[config.mk]
export PLATFORM = sky130hd
export DESIGN_NAME = stim_sweep_gen
export DESIGN_NICKNAME = d
export VERILOG_FILES = /design/src/rtl/stim_sweep_pkg.sv /design/src/rtl/sweep_dwell_timer.sv /design/src/rtl/stim_sweep_gen.sv
export SDC_FILE = /design/constraint.sdc
export NUM_CORES = 1
export LEC_CHECK = 0
export CORE_UTILIZATION = 61
export CTS_BUF_LIST = sky130_fd_sc_hd__clkbuf_2
export DETAILED_ROUTE_END_ITERATION = 10
export MAX_ROUTING_LAYER = met4
export PLACE_DENSITY = 0.95
export SYNTH_ARGS = -nofsm -noshare
export SYNTH_HDL_FRONTEND = slang
export SYNTH_SLANG_ARGS = --single-unit
[constraint.sdc]
create_clock -name clk -period 8.8 [get_ports clk]
set_input_delay 0.88 -clock clk [delete_from_list [all_inputs] [get_ports clk]]
set_output_delay 0.88 -clock clk [all_outputs]
set_load 0.05 [all_outputs]
[src/rtl/stim_sweep_pkg.sv]
// Shared types for the value-sweep sequencer: sweep modes and FSM states.
package stim_sweep_pkg;

   typedef enum logic [1:0] {
      MODE_FULL  = 2'd0,
      MODE_RANGE = 2'd1,
      MODE_LOOP  = 2'd2,
      MODE_RSVD  = 2'd3
   } sweep_mode_e;

   typedef enum logic [1:0] {
      ST_IDLE  = 2'd0,
      ST_EMIT  = 2'd1,
      ST_DWELL = 2'd2,
      ST_DONE  = 2'd3
   } sweep_state_e;

endpackage

[src/rtl/sweep_dwell_timer.sv]
// Down-counter for the idle gap between sweep values; expire_o marks the last dwell cycle.
module sweep_dwell_timer #(
   parameter int DWELL_W = 16
) (
   input  logic               clk,
   input  logic               rst_n,
   input  logic               load_i,
   input  logic [DWELL_W-1:0] load_val_i,
   output logic               expire_o
);

   logic [DWELL_W-1:0] cnt_q;

   always_ff @(posedge clk or negedge rst_n) begin
      if (!rst_n) begin
         cnt_q <= '0;
      end else if (load_i) begin
         cnt_q <= load_val_i;
      end else if (cnt_q != '0) begin
         cnt_q <= cnt_q - DWELL_W'(1);
      end
   end

   // A load of N keeps the consumer idle for exactly N cycles.
   assign expire_o = (cnt_q == DWELL_W'(1));

endmodule

[src/rtl/stim_sweep_gen.sv]
// Clocked value-sweep sequencer: full-range or start..stop..step values on a valid/ready stream.
module stim_sweep_gen
   import stim_sweep_pkg::*;
#(
   parameter int DATA_W  = 8,
   parameter int DWELL_W = 16
) (
   input  logic               clk,
   input  logic               rst_n,
   input  logic               start_i,
   input  logic               abort_i,
   input  logic [1:0]         cfg_mode_i,
   input  logic [DATA_W-1:0]  cfg_start_i,
   input  logic [DATA_W-1:0]  cfg_stop_i,
   input  logic [DATA_W-1:0]  cfg_step_i,
   input  logic [DWELL_W-1:0] cfg_dwell_i,
   output logic [DATA_W-1:0]  val_o,
   output logic               valid_o,
   input  logic               ready_i,
   output logic               busy_o,
   output logic               done_o,
   output logic [DATA_W:0]    count_o
);

   sweep_state_e       state_q;
   sweep_mode_e        mode_q;
   logic [DATA_W-1:0]  start_q, stop_q, step_q, val_q;
   logic [DWELL_W-1:0] dwell_q;
   logic [DATA_W:0]    count_q;
   logic               valid_q, busy_q, done_q;

   sweep_mode_e       cfg_mode;
   logic [DATA_W-1:0] start_d, stop_d, step_d;
   logic [DATA_W:0]   next_val;
   logic              last_val, hs, to_dwell, dwell_expire;

   assign cfg_mode = sweep_mode_e'(cfg_mode_i);

   // NOTE: every always_comb output gets a default first so no path can infer a latch.
   always_comb begin
      start_d = cfg_start_i;
      stop_d  = cfg_stop_i;
      step_d  = (cfg_step_i == '0) ? DATA_W'(1) : cfg_step_i;
      if (cfg_mode == MODE_FULL) begin
         start_d = '0;
         stop_d  = '1;
         step_d  = DATA_W'(1);
      end
   end

   // One extra bit so a step past 2^DATA_W-1 shows up as a carry instead of wrapping.
   assign next_val = {1'b0, val_q} + {1'b0, step_q};
   assign last_val = next_val[DATA_W] || (next_val[DATA_W-1:0] > stop_q);
   assign hs       = valid_q && ready_i;
   assign to_dwell = (state_q == ST_EMIT) && hs && !abort_i && (dwell_q != '0)
                     && (!last_val || mode_q == MODE_LOOP);

   sweep_dwell_timer #(.DWELL_W(DWELL_W)) u_dwell (
      .clk        (clk),
      .rst_n      (rst_n),
      .load_i     (to_dwell),
      .load_val_i (dwell_q),
      .expire_o   (dwell_expire)
   );

   // NOTE: non-blocking assignments so every register here samples pre-edge values.
   always_ff @(posedge clk or negedge rst_n) begin
      if (!rst_n) begin
         state_q <= ST_IDLE;
         mode_q  <= MODE_FULL;
         start_q <= '0;
         stop_q  <= '0;
         step_q  <= '0;
         dwell_q <= '0;
         val_q   <= '0;
         count_q <= '0;
         valid_q <= 1'b0;
         busy_q  <= 1'b0;
         done_q  <= 1'b0;
      end else begin
         done_q <= 1'b0;
         if (hs) count_q <= count_q + (DATA_W+1)'(1);
         if (abort_i) begin
            state_q <= ST_IDLE;
            valid_q <= 1'b0;
            busy_q  <= 1'b0;
         end else begin
            case (state_q)
               ST_IDLE: if (start_i) begin
                  mode_q  <= cfg_mode;
                  start_q <= start_d;
                  stop_q  <= stop_d;
                  step_q  <= step_d;
                  dwell_q <= cfg_dwell_i;
                  count_q <= '0;
                  if (start_d > stop_d) begin
                     state_q <= ST_DONE;
                     done_q  <= 1'b1;
                  end else begin
                     state_q <= ST_EMIT;
                     val_q   <= start_d;
                     valid_q <= 1'b1;
                     busy_q  <= 1'b1;
                  end
               end
               ST_EMIT: if (hs) begin
                  if (last_val && mode_q != MODE_LOOP) begin
                     state_q <= ST_DONE;
                     done_q  <= 1'b1;
                     valid_q <= 1'b0;
                     busy_q  <= 1'b0;
                  end else begin
                     val_q <= last_val ? start_q : next_val[DATA_W-1:0];
                     if (dwell_q != '0) begin
                        state_q <= ST_DWELL;
                        valid_q <= 1'b0;
                     end
                  end
               end
               ST_DWELL: if (dwell_expire) begin
                  state_q <= ST_EMIT;
                  valid_q <= 1'b1;
               end
               default: state_q <= ST_IDLE;
            endcase
         end
      end
   end

   assign val_o   = val_q;
   assign valid_o = valid_q;
   assign busy_o  = busy_q;
   assign done_o  = done_q;
   assign count_o = count_q;

endmodule
==> impl_metrics.toml, run 1 <==
[sta]
worst_slew_margin_rel = 0.228
fin_tns_setup_ns = 0
grt_setup_unrepaired = "no"
fin_skew_ns = 0.0226
period_minus_slack_ns = 4.42
worst_slack_ns = 4.38
fin_crit_sh = 0.502
max_freq_mhz = 226
slew_violations = 0
hold_viol = 0
tightest_slew_ns = 1.15
setup_viol = 0

[power_and_ir_drop]
p_per_area_nw_per_um2 = 358
p_leak_nw = 2.40
peakVddDrop_mv = 0.262

[min_path]
hp-class = "in -> async"

[yosys]
synth_nets = 568
async_reset_ff_frac = 1.00
synth-seq-cells = 80
synthTopCellsByCount = "nand2_1, dfrtp_1, nor2_1"
synth.most_common_cell = "nand2_1"
avgSynthCellArea_sq_um = 9.16
yosysSeqAreaShare = 0.443
synth_edf_count = 0
synth_area_leader_cell = "dfrtp_1"
yosysTopAreaCellShare = 0.443
synthFlopType = "dfrtp_1"
synth_cell_types = 48
yosys_warnings = 0
synth_area_leaders = "dfrtp_1, nand2_1, ha_1"
syn_area_sq_um = 4510
syn_inst = 493

[setup_path]
arrival_ns = 4.78
worst-path-max-fanout = 32
ff2ff_path_depth = 13
ff2ff_setup_slack_ns = 4.38
worstPathRequired_ns = 9.16
crit_path_top_delay_cell = "a21oi_2"
cp-end-kind = "register"
cp_num_buf_inv = 0
r2r_end = "u_dwell.cnt_q[1]"
crit_path_start_kind = "register"
critPathKind = "reg -> reg"
cp_top_family = "compound AO/OA/AOI/OAI gates"
r2r-start = "val_o[0]"
max_stage_delay_ns = 0.99
cp_cell_sequence = "ha_1 > fa_1 > a21o_1 > o21ai_1 > nand2_1 > xor2_1 > ha_1 > nand4_1 > nor4_1 > a31oi_1 > a21o_1 > a21oi_2 > o21ai_0"

[clock_tree]
cts_tree = "done"
cts-root-buf = "clkbuf_2"
cts.hold.buffers_added = 0
cts.sinks = 80
htree_levels = 3
cts_buffers = 9
clk_pin_slew_ns = 0.20
postCtsSetupBuffers = 0
cts.repair.resized = 0
clk_latency_ns = 0.52
clockBufferDepth = 2

[route]
wl_per_cell_um = 16.0
avgViaCountPerCell = 5.98
via_count = 3879
drc = 0
dr.pass1.iters = 5
drt_iter0_markers = 259
ant_nets = 0
postRouteWirelength_um = 10400

[grt]
grt_pass1_wl_um = 17000
grt_use_total = 0.300
antenna_found_initial = 0
grt_max_degree = 81
overflow = 0
grt_pass1_vias = 3647

[layout]
instances_no_fill = 649
drive_above_1_share = 0.0579
n_antenna_cell = 0
synthToLayoutAreaGrowth_pct = 17.0
final_nets = 625

[floorplanning]
core_sq_um = 6980
dieHeight_um = 88.0
num_io_pins = 67
dieWidth_um = 88.0
initial_core_util = 0.647
dieArea_sq_um = 7750
rows = 30

[outcome]
outcome = "finished, final reports clean"

[place]
pre_cts_slack_ns = 4.49
gp_congestion = 0.941
dp_hpwl_um = 7680
placed_cells = 635
port_buffers = 66

[run]
maxCapViolations = 0
-- sequential cells by signal (all words and copies together), names as in the netlist --
| signal | cells |
|---|---|
| busy_o | 1 |
| valid_o | 1 |
| mode_q | 2 |
| dwell_q | 16 |
| count_o | 9 |
| step_q | 8 |
| done_o | 1 |
| state_q | 2 |
| val_o | 8 |
| stop_q | 8 |
| start_q | 8 |
| u_dwell.cnt_q | 16 |
-- power breakdown --
part | internal [mW] | total, mW | switching [mW]
logic | 0.445 | 1.07 | 0.624
registers | 0.525 | 0.667 | 0.142
clock network | 0.0346 | 0.156 | 0.121
total | 1.00 | 1.89 | 0.887
-- routing by layer --
layer  global-route usage  share of wire  vias to the layer above  wire [um]
met5                    -              0                        -          0
met4                0.109          0.020                        0        208
met3               0.0443          0.086                       23        898
met2                0.466           0.46                      200       4790
met1                0.404           0.43                     1816       4490
li1                     -              -                     1840          -
-- stage by stage --
stage               hold slack, ns  total power, mW   util  area (sq um)
global placement             0.450             1.66  0.746          5210
detailed placement           0.469             1.73  0.746          5210
global route                 0.543             2.03  0.757          5280
finish                       0.487             1.89  0.757          5280
CTS                          0.510             1.88  0.757          5280
floorplan                    0.437             1.45      -          4510
-- area by class of cell --
type                       count  area (sq um)
clock buffer                  10          50.0
fill                         502          1700
clock inverter                 4          23.8
inverter                      19          71.3
sequential                    80          2000
timing repair buffer          68           673
tap                           96           120
multi-input combinational    372          2340
-- logic make-up after synthesis --
family / Yosys count / synth area share
simple gates: 202 / 0.198
compound gates: 102 / 0.156
flops: 80 / 0.443
buf+inv: 41 / 0.0382
fa+ha+maj: 28 / 0.0793
xor+xnor: 22 / 0.0427
mux: 18 / 0.0424
-- how the worst max path moves through the flow --
stage / startpoint / to / cells past startpoint
floorplan: val_o[0] / val_o[6] / 15
global placement: cfg_mode_i[1] / val_o[0] / 11
detailed placement: val_o[0] / u_dwell.cnt_q[1] / 13
CTS: val_o[0] / u_dwell.cnt_q[1] / 13
global route: val_o[1] / u_dwell.cnt_q[12] / 13
finish: val_o[0] / u_dwell.cnt_q[1] / 13
-- cells in the final DEF (no fill, tap or decap), types with 3 or more instances in the layout --
master           netlist  final
nand2b_1               3      3
mux2i_1                9      9
clkdlybuf4s50_1        0     65
a21oi_1               20     19
ha_1                  27     27
nand2_1              106    106
and2_1                 8      8
clkbuf_2               0     10
mux2_2                 9      9
clkinv_2               0      3
o21ai_0               20     20
o31ai_1               13     13
dfrtp_1               80     80
nor2_1                35     35
a21o_1                13     13
o21a_1                 4      4
nor4_1                 8      8
inv_1                 19     19
a31oi_1                3      3
xnor2_1               14     14
or3_1                  4      4
nand4_1               10     10
nor3_1                 9      9
o21ai_1                3      3
xor2_1                 8      8
buf_4                  1      3
o211ai_1               4      4
nand3_1                8      8
nor2b_1                3      3
a211oi_1               8      8
Note: power is estimated with default switching activity, not from simulation.
==> inputs of run 2 (changes only) <==
--- a/config.mk
+++ b/config.mk
@@ -5,11 +5,11 @@
 export SDC_FILE = /design/constraint.sdc
 export NUM_CORES = 1
 export LEC_CHECK = 0
-export CORE_UTILIZATION = 61
+export CORE_UTILIZATION = 56
 export CTS_BUF_LIST = sky130_fd_sc_hd__clkbuf_2
 export DETAILED_ROUTE_END_ITERATION = 10
 export MAX_ROUTING_LAYER = met4
-export PLACE_DENSITY = 0.95
+export PLACE_DENSITY = 0.92
 export SYNTH_ARGS = -nofsm -noshare
 export SYNTH_HDL_FRONTEND = slang
 export SYNTH_SLANG_ARGS = --single-unit
==> constraint.sdc (replaced) <==
create_clock -name clk -period 4.41 [get_ports clk]
set_input_delay 0.441 -clock clk [delete_from_list [all_inputs] [get_ports clk]]
set_output_delay 0.441 -clock clk [all_outputs]
set_load 0.05 [all_outputs]
==> impl_metrics.toml, run 2 (same netlist as run 1, synthesis figures left out) <==
[setup_path]
arrival_ns = 4.53
crit_path_start_kind = "register"
r2r-start = "val_o[0]"
worst-path-max-fanout = 16
critPathKind = "reg -> reg"
ff2ff_setup_slack_ns = 0.35
worstPathRequired_ns = 4.88
cp-end-kind = "register"
cp-startpoint = "val_o[0]"

[clock_tree]
clockBufferDepth = 2
cts_tree = "done"
cts.sinks = 80
postCtsSetupBuffers = 0
cts-root-buf = "clkbuf_2"
clk_latency_ns = 0.56
htree_levels = 3
cts.hold.buffers_added = 0
cts_buffers = 9
clk_pin_slew_ns = 0.24
cts.repair.resized = 0

[place]
dp_hpwl_um = 7580
gp_congestion = 0.946
port_buffers = 66
placed_cells = 644

[layout]
utilization = 0.693
final_nets = 628
drive_above_1_share = 0.0663
n_antenna_cell = 0
synthToLayoutAreaGrowth_pct = 19.3
final_common_cell = "nand2_1"
final_cell_mix = "nand2_1, dfrtp_1, clkdlybuf4s50_1"
instances_no_fill = 660

[power_and_ir_drop]
switching_share = 0.461
seq_power_share = 0.336
power_switching_mw = 1.82
p_int_mw = 2.13
p_leak_nw = 2.44
p_per_area_nw_per_um2 = 735
peakVddDrop_mv = 0.336
clock_power_share = 0.120
comb_power_share = 0.544

[sta]
fin_skew_ns = 0.0271
max_freq_mhz = 246
grt_setup_unrepaired = "no"
worst_slew_margin_rel = 0.342
fin_crit_sh = 0.921
slew_violations = 0
period_minus_slack_ns = 4.06
tightest_slew_ns = 0.987
fin_tns_setup_ns = 0
holdWs_ns = -0.0134
setup_viol = 0
hold_viol = 11

[grt]
grt_use_total = 0.268
grt_pass1_vias = 3553
grt_pass1_wl_um = 17000
grt_max_degree = 81
overflow = 0
antenna_found_initial = 0

[min_path]
hp-class = "in -> async"

[outcome]
outcome = "complete, but fails checks"
violations = "hold timing"

[run]
maxCapViolations = 0

[route]
dr.pass1.iters = 4
avgViaCountPerCell = 5.75
via_count = 3796
postRouteWirelength_um = 10400
wl_per_cell_um = 15.8
ant_nets = 0
drc = 0
drt_iter0_markers = 246

[floorplanning]
core_sq_um = 7770
dieHeight_um = 91.8
dieWidth_um = 91.8
rows = 32
num_io_pins = 67
dieArea_sq_um = 8420
initial_core_util = 0.581
-- run 2: cell count changes in the layout (fill, tap and decap cells not counted) --
cell,delta
buf_4,+3
bufinv_16,+2
clkbuf_2,-1
clkinv_2,-2
clkinv_4,-1
clkinvlp_4,+1
inv_6,+2
inv_8,+1
-- run 2: metal layers --
layer / track usage / up-vias / routed length (um)
met3: 0.0340 / 19 / 583
met2: 0.407 / 129 / 4810
met4: 0.109 / 0 / 242
li1: - / 1846 / -
met5: - / - / 0
met1: 0.368 / 1802 / 4770
-- run 2: cell type report --
type,instances,area (sq um)
Fill cell,584,2380
Multi-Input combinational cell,372,2340
Sequential cell,80,2000
Timing Repair Buffer,71,696
Tap cell,102,128
Clock inverter,7,101
Inverter,19,71.3
Clock buffer,9,45.0
-- run 2: per-stage QoR --
step                      power [mW]  setup slack (ns)  cell area, sq um  hold WS, ns
after floorplan                 2.89             0.848              4510        0.145
after global placement          3.35             0.632              5240        0.449
after detailed placement        3.46             0.438              5240        0.464
after CTS                       3.93             0.416              5390       0.0408
after global routing            4.23            0.0958              5390       0.0770
final                           3.96             0.350              5390      -0.0134
-- run 2: worst paths after layout --
check	cells after the start	end
worst max-delay path	14	val_o[0]
worst min-delay path	1	val_o[6]
worst max register to register	14	val_o[0]
worst min register to register	2	mode_q[1]
max in group asynchronous	1	stop_q[1]
min in group clk	3	dwell_q[3]
-- run 2: power groups by stage --
stage / Sequential (mW) / Combinational [mW] / Clock [mW]
finish: 1.33 / 2.15 / 0.474
global placement: 1.31 / 2.04 / 0
floorplan: 1.42 / 1.47 / 0
CTS: 1.32 / 2.13 / 0.476
detailed placement: 1.33 / 2.12 / 0
global route: 1.37 / 2.35 / 0.506
-- run 2: worst max-delay path: stages, from the launching register on --
cell,delay [ns]
dfrtp_1,0.45
ha_1,0.25
fa_1,0.41
a21o_1,0.19
o21ai_1,0.18
nand2_1,0.10
xor2_1,0.24
ha_1,0.22
a211o_1,0.10
o211ai_1,0.11
a31oi_1,0.18
a21o_1,0.53
a311o_1,0.68
a211oi_1,0.14
a21o_1,0.20
